$ cat src/rtl/xcorr_sweep_ctrl.sv
// rtl/xcorr_sweep_ctrl.sv - frame load and lag sweep sequencer for the mic-pair XCORR core
module xcorr_sweep_ctrl #(
    parameter int LAGNUM    = 10,
    parameter int FRAME_LEN = 256,
    parameter int TIMEOUT   = 4096
) (
    input  logic               clk_60MHz,
    input  logic               rst,
    input  logic               enable,
    input  logic               frame_rdy,
    output logic               fifo_rd_en,
    output logic               xcorr_start,
    output logic signed [5:0]  xcorr_lag,
    input  logic               xcorr_done,
    input  logic signed [32:0] xcorr_data,
    output logic signed [5:0]  lag_diff,
    output logic [32:0]        peak_mag,
    output logic               lag_valid,
    output logic               busy,
    output logic               timeout_err
);

    localparam int SW = $clog2(FRAME_LEN);
    localparam int TW = $clog2(TIMEOUT);
    localparam logic [SW-1:0]     SCNT_LAST = SW'(FRAME_LEN - 1);
    localparam logic [TW-1:0]     TCNT_LAST = TW'(TIMEOUT - 1);
    localparam logic signed [5:0] LAG_FIRST = 6'(-LAGNUM);
    localparam logic signed [5:0] LAG_LAST  = 6'(LAGNUM);
    localparam logic [32:0]        MAG_SAT  = {1'b0, {32{1'b1}}};
    localparam logic signed [32:0] DATA_MIN = {1'b1, 32'd0};

    localparam logic [2:0] S_IDLE  = 3'd0;
    localparam logic [2:0] S_LOAD  = 3'd1;
    localparam logic [2:0] S_START = 3'd2;
    localparam logic [2:0] S_WAIT  = 3'd3;
    localparam logic [2:0] S_DONE  = 3'd4;

    logic [2:0]        state_q, state_d;
    logic [SW-1:0]     scnt_q, scnt_d;
    logic [TW-1:0]     tcnt_q, tcnt_d;
    logic signed [5:0] cur_lag_q, cur_lag_d;
    logic [32:0]       run_max_q, run_max_d;
    logic signed [5:0] run_lag_q, run_lag_d;
    logic signed [5:0] lag_diff_q, lag_diff_d;
    logic [32:0]       peak_mag_q, peak_mag_d;
    logic [32:0]       mag;
    logic              take_peak;
    logic              timeout_hit;

    // -2^32 has no positive 33-bit counterpart worth publishing, so clamp it.
    always_comb begin
        if (xcorr_data == DATA_MIN) begin
            mag = MAG_SAT;
        end else if (xcorr_data[32]) begin
            mag = $unsigned(-xcorr_data);
        end else begin
            mag = $unsigned(xcorr_data);
        end
    end

    assign take_peak = (cur_lag_q == LAG_FIRST) || (mag > run_max_q);

    always_comb begin
        state_d     = state_q;
        scnt_d      = scnt_q;
        tcnt_d      = tcnt_q;
        cur_lag_d   = cur_lag_q;
        run_max_d   = run_max_q;
        run_lag_d   = run_lag_q;
        lag_diff_d  = lag_diff_q;
        peak_mag_d  = peak_mag_q;
        timeout_hit = 1'b0;
        case (state_q)
            S_IDLE: begin
                if (enable && frame_rdy) begin
                    state_d = S_LOAD;
                    scnt_d  = '0;
                end
            end
            S_LOAD: begin
                scnt_d = scnt_q + 1'b1;
                if (scnt_q == SCNT_LAST) begin
                    state_d   = S_START;
                    cur_lag_d = LAG_FIRST;
                end
            end
            S_START: begin
                tcnt_d  = '0;
                state_d = S_WAIT;
            end
            S_WAIT: begin
                // A done in the limit cycle takes priority over the timeout.
                if (xcorr_done) begin
                    if (take_peak) begin
                        run_max_d = mag;
                        run_lag_d = cur_lag_q;
                    end
                    if (cur_lag_q == LAG_LAST) begin
                        state_d    = S_DONE;
                        lag_diff_d = run_lag_d;
                        peak_mag_d = run_max_d;
                    end else begin
                        cur_lag_d = cur_lag_q + 6'sd1;
                        state_d   = S_START;
                    end
                end else if (tcnt_q == TCNT_LAST) begin
                    timeout_hit = 1'b1;
                    state_d     = S_IDLE;
                end else begin
                    tcnt_d = tcnt_q + 1'b1;
                end
            end
            S_DONE:  state_d = S_IDLE;
            default: state_d = S_IDLE;
        endcase
    end

    always_ff @(posedge clk_60MHz) begin
        if (rst) begin
            state_q    <= S_IDLE;
            scnt_q     <= '0;
            tcnt_q     <= '0;
            cur_lag_q  <= '0;
            run_max_q  <= '0;
            run_lag_q  <= '0;
            lag_diff_q <= '0;
            peak_mag_q <= '0;
        end else begin
            state_q    <= state_d;
            scnt_q     <= scnt_d;
            tcnt_q     <= tcnt_d;
            cur_lag_q  <= cur_lag_d;
            run_max_q  <= run_max_d;
            run_lag_q  <= run_lag_d;
            lag_diff_q <= lag_diff_d;
            peak_mag_q <= peak_mag_d;
        end
    end

    assign fifo_rd_en  = (state_q == S_LOAD);
    assign xcorr_start = (state_q == S_START);
    assign xcorr_lag   = cur_lag_q;
    assign lag_diff    = lag_diff_q;
    assign peak_mag    = peak_mag_q;
    assign lag_valid   = (state_q == S_DONE);
    assign busy        = (state_q != S_IDLE);
    assign timeout_err = timeout_hit;

endmodule

$ cat config.mk
export PLATFORM = sky130hd
export DESIGN_NAME = xcorr_sweep_ctrl
export DESIGN_NICKNAME = d
export VERILOG_FILES = /design/src/rtl/xcorr_sweep_ctrl.sv
export SDC_FILE = /design/constraint.sdc
export NUM_CORES = 1
export LEC_CHECK = 0
export ABC_CLOCK_PERIOD_IN_PS = 11200
export BUFFER_PORTS_ARGS = -buffer_cell sky130_fd_sc_hd__buf_2
export CORE_ASPECT_RATIO = 1.25
export CORE_MARGIN = 1
export CORE_UTILIZATION = 25
export CTS_CLUSTER_DIAMETER = 120
export DETAILED_ROUTE_END_ITERATION = 6
export HOLD_SLACK_MARGIN = 0.12
export PLACE_DENSITY = 0.45
export SLEW_MARGIN = 20
export SYNTH_ARGS = -nofsm -noshare
export SYNTH_HDL_FRONTEND = slang
export SYNTH_SLANG_ARGS = --single-unit
$ cat constraint.sdc
create_clock -name clk_60MHz -period 11.2 [get_ports clk_60MHz]
set_clock_uncertainty 0.2 [all_clocks]
set_input_delay 0.56 -clock clk_60MHz [delete_from_list [all_inputs] [get_ports clk_60MHz]]
set_output_delay 0.56 -clock clk_60MHz [all_outputs]
set_load 0.05 [all_outputs]
After elaboration in Yosys (flattened, before gate mapping)

Index checks and enable logic that the tools add are counted.

Bits in registers: 107
Logic and storage cells: 64

Add/subtract/negate cells: 4
Magnitude comparators: 1
Eq/ne operators: 16
Muxes and demuxes: 22
Reductions and logical operators: 13

Operator list:

| cell                  | number |
|---|---|
| $mux 33               | 3 |
| $eq 33x33->1 const B  | 1 |
| $gt 33x33->1          | 1 |
| $neg 33->33           | 1 |
| $mux 12               | 2 |
| $mux 6                | 4 |
| $pmux 12 s2           | 1 |
| $pmux 8 s2            | 1 |
| $mux 3                | 5 |
| $add 12x1->12 const B | 1 |
| $eq 12x12->1 const B  | 1 |
| $eq 6x5->1 const B    | 2 |
| $pmux 3 s4            | 1 |
| $pmux 6 s2            | 1 |
| $ne 2x2->1 const B    | 5 |
| $reduce_and 3->1      | 3 |
| $add 8x1->8 const B   | 1 |
| $eq 8x8->1 const B    | 1 |
| $mux 8                | 1 |
| $add 6x2->6 const B   | 1 |
| $eq 3x2->1 const B    | 2 |
| $reduce_bool 2->1     | 3 |
| $reduce_and 2->1      | 2 |
| $reduce_and 4->1      | 1 |
| other kinds (9)       | 11 |

Logic depth before layout (Yosys ltp)

Depth after elaboration: 6
Depth in mapped cells: 18
Mapped depth without buffers: 15

Worst setup path after synthesis

No wires, ideal clock.

Kind: input-to-reg
Start: in xcorr_data[27]
End: reg run_lag_q[0]
Setup time: 0.128 ns
Data arrival time: 4.280 ns
Required time: 10.872 ns
Path slack: 6.593 ns
Stages: 15
Path buffers: 3
Cells stage by stage: or4_1 -> or3_4 -> or4_1 -> buf_2 -> buf_6 -> nand2_2 -> ha_1 -> nand4_1 -> nor4_1 -> nand2_1 -> o211a_1 -> a211oi_4 -> buf_2 -> mux2i_1 -> nor2_1

Longest elaborated chain between the ends: 6
Elaborated cells between the ends (all ways): 7
Those cells by class: add/sub: 1; order compare: 1; eq/ne: 1; mux: 3; reduce/logical: 1

Ends and longest elaborated chain:

| element              | RTL line | RTL |
|---|---|---|
| start, declared      | 15       | `input logic signed [32:0] xcorr_data,` |
| $neg 33->33          | 55       | `mag = $unsigned(-xcorr_data);` |
| $mux 33              | 54       | `end else if (xcorr_data[32]) begin` |
| $mux 33 (*)          | 52       | `if (xcorr_data == DATA_MIN) begin` |
| $gt 33x33->1 (*)     | 61       | `assign take_peak = (cur_lag_q == LAG_FIRST) \|\| (mag > run_max_q);` |
| $logic_or 1x1->1 (*) | 61       |  |
| $mux 6 (*)           | 94       | `if (take_peak) begin` |
| end signal, assigned | 134      | `run_lag_q <= run_lag_d;` |
| end, declared        | 43       | `logic signed [5:0] run_lag_q, run_lag_d;` |

Every way passes the cells marked *; elsewhere a longest branch is shown, timed or not.
A chain may end at the register's enable or synchronous reset.

Final worst setup path

Start: in xcorr_data[0]
End: reg run_max_q[20]

Longest elaborated chain between the ends: 6
Elaborated cells between the ends (all ways): 7
Those cells by class: add/sub: 1; order compare: 1; eq/ne: 1; mux: 3; reduce/logical: 1

Ends and longest elaborated chain:

| element              | RTL line | RTL |
|---|---|---|
| $neg 33->33          | 55       |  |
| $mux 33              | 54       |  |
| $mux 33 (*)          | 52       |  |
| $gt 33x33->1         | 61       |  |
| $logic_or 1x1->1     | 61       |  |
| $mux 33 (*)          | 94       |  |
| end signal, assigned | 133      | `run_max_q <= run_max_d;` |
| end, declared        | 42       | `logic [32:0] run_max_q, run_max_d;` |

Marks and branches as above.

==> summary.md <==
| Metric | Value |
|---|---|
| Finished Cell Area | `7358 um2` |
| Cts-stage hold buffer count | `0` |
| RR Endpoint | `run_max_q[20]` |
| CP delay by family, top | `simple AND/OR/NAND/NOR gates` |
| Syn Inst Count | `767` |
| WHS Endpoint | `peak_mag[28]` |
| Pre-Repair DR Iteration Count | `4` |
| Max Clock Freq | `161.8 MHz` |
| First-pass GRT wire length | `29640 um` |
| Die Width | `145.1 um` |
| Fill count | `2755` |
| Critical Path Fanout Max | `54` |
| CP peak stage delay | `0.76 ns` |
| Wire length per cell | `15.37 um` |
| Sequential Area | `2142 um2` |
| Worst EP required | `11.27 ns` |
| Critical path cell sequence | `buf_2, inv_1, ha_1, nor3b_1, nand4b_1, or4_2, buf_4, nand2_1, mux2_2, ha_1, nand4_1, nor4_1, nand2_1, o211a_1, a211oi_4, buf_4, nor2_1, a311oi_2` |
| Initial antenna violation count | `0` |
| Final setup violation count | `0` |
| Crit path kind | `input pin to register` |
| Final core occ | `29.19%` |
| Total global routing overflow | `0` |
| Post-synthesis sequential area ratio | `33.46%` |
| Multi-input logic area | `3839 um2` |
| CTS tree | `built` |
| WP buf/inv | `4` |
| Synth cell types | `65` |
| Number of enable flip-flop cells after synthesis | `0` |
| Total CTS buffers | `9` |
| CP startpoint | `xcorr_data[0]` |
| CP Capture Type | `register` |
| Startpoint Class | `input pin` |
| Final slew viol count | `0` |
| Tightest Pin Transition | `0.7462 ns` |
| Largest net degree at the start of global routing | `59` |
| DIE HEIGHT | `180.9 um` |
| Placed Cells | `1153` |
| # H-tree levels | `3` |
| Post-CTS Setup Inserts | `0` |
| Final ANT Viol Nets | `0` |
| Clk pin slew, worst setup/hold paths | `0.08 ns` |
| Vias in the first global route | `5376` |
| Maximum VDD drop | `0.00005136 V` |
| Maxcap violations | `0` |
| Fin. Hold Viols | `0` |
| Hpwl dp | `12860 um` |
| Slew Limit Headroom | `50.09%` |
| Status | `completed` |
| R2r startpoint | `run_max_q[31]` |
| Worst Reg-to-Reg Cells | `10` |
| Port bufs | `87` |
| Critical-path top delay cell | `or4_2` |
| WL final | `17970 um` |
| Nets | `905` |
| Clock sink count | `107` |
| Vias post-DR | `5595` |
| Clock Tree Buf Depth | `2` |
| Ant diodes | `0` |
| Syn nets | `843` |
| Mean Syn Cell Area | `8.346 um2` |
| Initial cell density of the core | `25.39%` |
| Hold crit path type | `register to register` |
| Row count | `65` |
| Share of layout cells above drive strength 1 | `19.30%` |
| TNS Setup | `0 ns` |
| Power, Total | `0.0008082 W` |
| Via density | `4.786` |
| Finished Layout Cells | `1169` |
| Synth warn | `0` |
| Area of the mapped netlist | `6401 um2` |
| Io pins | `88` |
| Synthesized flop and latch total | `107` |
| Post-synth ARST share | `0%` |
| Final period utilization | `55.17%` |
| Layout area overhead | `14.95%` |
| Core Box Area | `25210 um2` |
| All-Layer GR Usage | `14.12%` |
| Hold path startpoint | `peak_mag[28]` |
| DRC errors left | `0` |
| Reg2Reg Setup Slack | `7.35 ns` |
| PwrDens | `109.8 nW/um2` |
| Primary FF master, synth | `dfxtp_1` |
| Worst-skew pair later-pin latency | `0.36 ns` |
| CP arrival | `6.25 ns` |
| PostCTS Resize Cnt | `0` |
| CTS root buf | `clkbuf_16` |
| Hold path cells | `2` |
| Die area | `26250 um2` |
| RSZ-0062 raised after global routing | `false` |
| RePlAce Congestion | `0.7642` |
| Post-layout min period | `6.179 ns` |
| Cell Area, Placed | `7067 um2` |
| DRT iter0 DRCs | `223` |
| Leakage | `2.923 nW` |
## through the flow
| step | setup slack, ns | hold slack (ns) |
|---|---|---|
| 3_5_place_dp | 4.595 | 0.2416 |
| 6_report | 5.021 | 0.2496 |
| 4_1_cts | 4.970 | 0.2525 |
| 3_3_place_gp | 4.787 | 0.2389 |
| 5_1_grt | 4.553 | 0.2762 |
| 2_1_floorplan | 6.593 | 0.2442 |
## cells by family (layout without fill, tap and decap cells)
group | count (synthesis) | after routing | synth area share (%)
AO/OA/AOI/OAI | 174 | 174 | 20.39
XOR/XNOR | 37 | 37 | 5.063
adder cells (fa/ha/maj) | 38 | 38 | 7.428
buffers and inverters | 87 | 154 | 6.606
flip-flops | 107 | 107 | 33.46
multiplexers | 27 | 27 | 4.281
other | 1 | 1 | 0.05858
AND/OR/NAND/NOR | 296 | 296 | 22.71
## worst register-to-register path: stages, from the launching register on
cell      delay [ns]
dfxtp_1         0.35
inv_1           0.05
ha_1            0.29
nand4_1         0.21
nor4_1          0.52
nand2_1         0.12
o211a_1         0.30
a211oi_4        0.68
buf_4           0.65
nor2_1          0.13
a311oi_2        0.26
## worst max path at each step
stage	end	slack, ns	cells after the start
finish	run_max_q[20]	5.02	18
global route	run_max_q[3]	4.55	18
CTS	run_max_q[20]	4.97	18
detailed placement	run_max_q[20]	4.59	18
global placement	run_lag_q[4]	4.79	18
floorplan	run_lag_q[0]	6.59	15
## placed cells by master (no fill, tap or decap), types with 6 or more instances in the layout
master     instances
buf_2             86
a211oi_1           9
a21o_1             6
xor2_1            31
buf_4             11
nor4_1             6
a311oi_1          13
mux2i_1           24
ha_1              38
xnor2_1            6
o21ai_0           19
o31ai_1           10
nand2b_1           6
nand2_2           17
dfxtp_1          107
a21oi_1           55
o221ai_1          25
nand3_1           10
nand2_1           95
inv_1             40
nor2_1            82
nor3_1            13
and3_1             8
a311oi_2          13
clkbuf_16          9
nand4_1           19
## report_power, final
| part | switching, W | internal, W | total (W) |
|---|---|---|---|
| registers | 0.000000739 | 0.000381 | 0.000381 |
| clock network | 0.000166 | 0.000157 | 0.000323 |
| logic | 0.0000674 | 0.0000361 | 0.000104 |
## cell usage after synthesis, drive strengths merged (11+ instances only)
| master | instances | area [um2] |
|---|---|---|
| buf | 16 | 128.9 |
| nand2 | 112 | 462.9 |
| ha | 38 | 475.5 |
| xor2 | 31 | 271.5 |
| clkbuf | 30 | 140.1 |
| inv | 40 | 150.1 |
| nor2 | 82 | 307.8 |
| o21ai | 19 | 95.09 |
| o221ai | 25 | 219.0 |
| nand4 | 19 | 118.9 |
| mux2i | 24 | 240.2 |
| dfxtp | 107 | 2142 |
| a21oi | 56 | 284.0 |
| nor3 | 13 | 65.06 |
| a311oi | 26 | 309.1 |
| a211oi | 11 | 100.1 |
## registers in the layout (all words and copies together) (netlist names)
name and cells:
scnt_q 8, xcorr_lag 6, lag_diff 6, run_max_q 33
run_lag_q 6, state_q 3, tcnt_q 12, peak_mag 33
## per-layer routing
| metal | share of wire, % | track usage, % |
|---|---|---|
| met2 | 46 | 23.15 |
| met1 | 49 | 19.07 |
| met3 | 3.4 | 1.793 |
| met5 | 0 | 0 |
| met4 | 1.5 | 4.632 |
## area by class of cell
type,instances,share of cell area (%)
multi-input cells,573,52.17
repair buffers,97,6.972
inverters,41,2.091
clock buffers,9,3.061
clock inverters,7,0.9012
well taps,335,5.696
flip-flops and latches,107,29.11
Power figures use the tool's default switching activity.
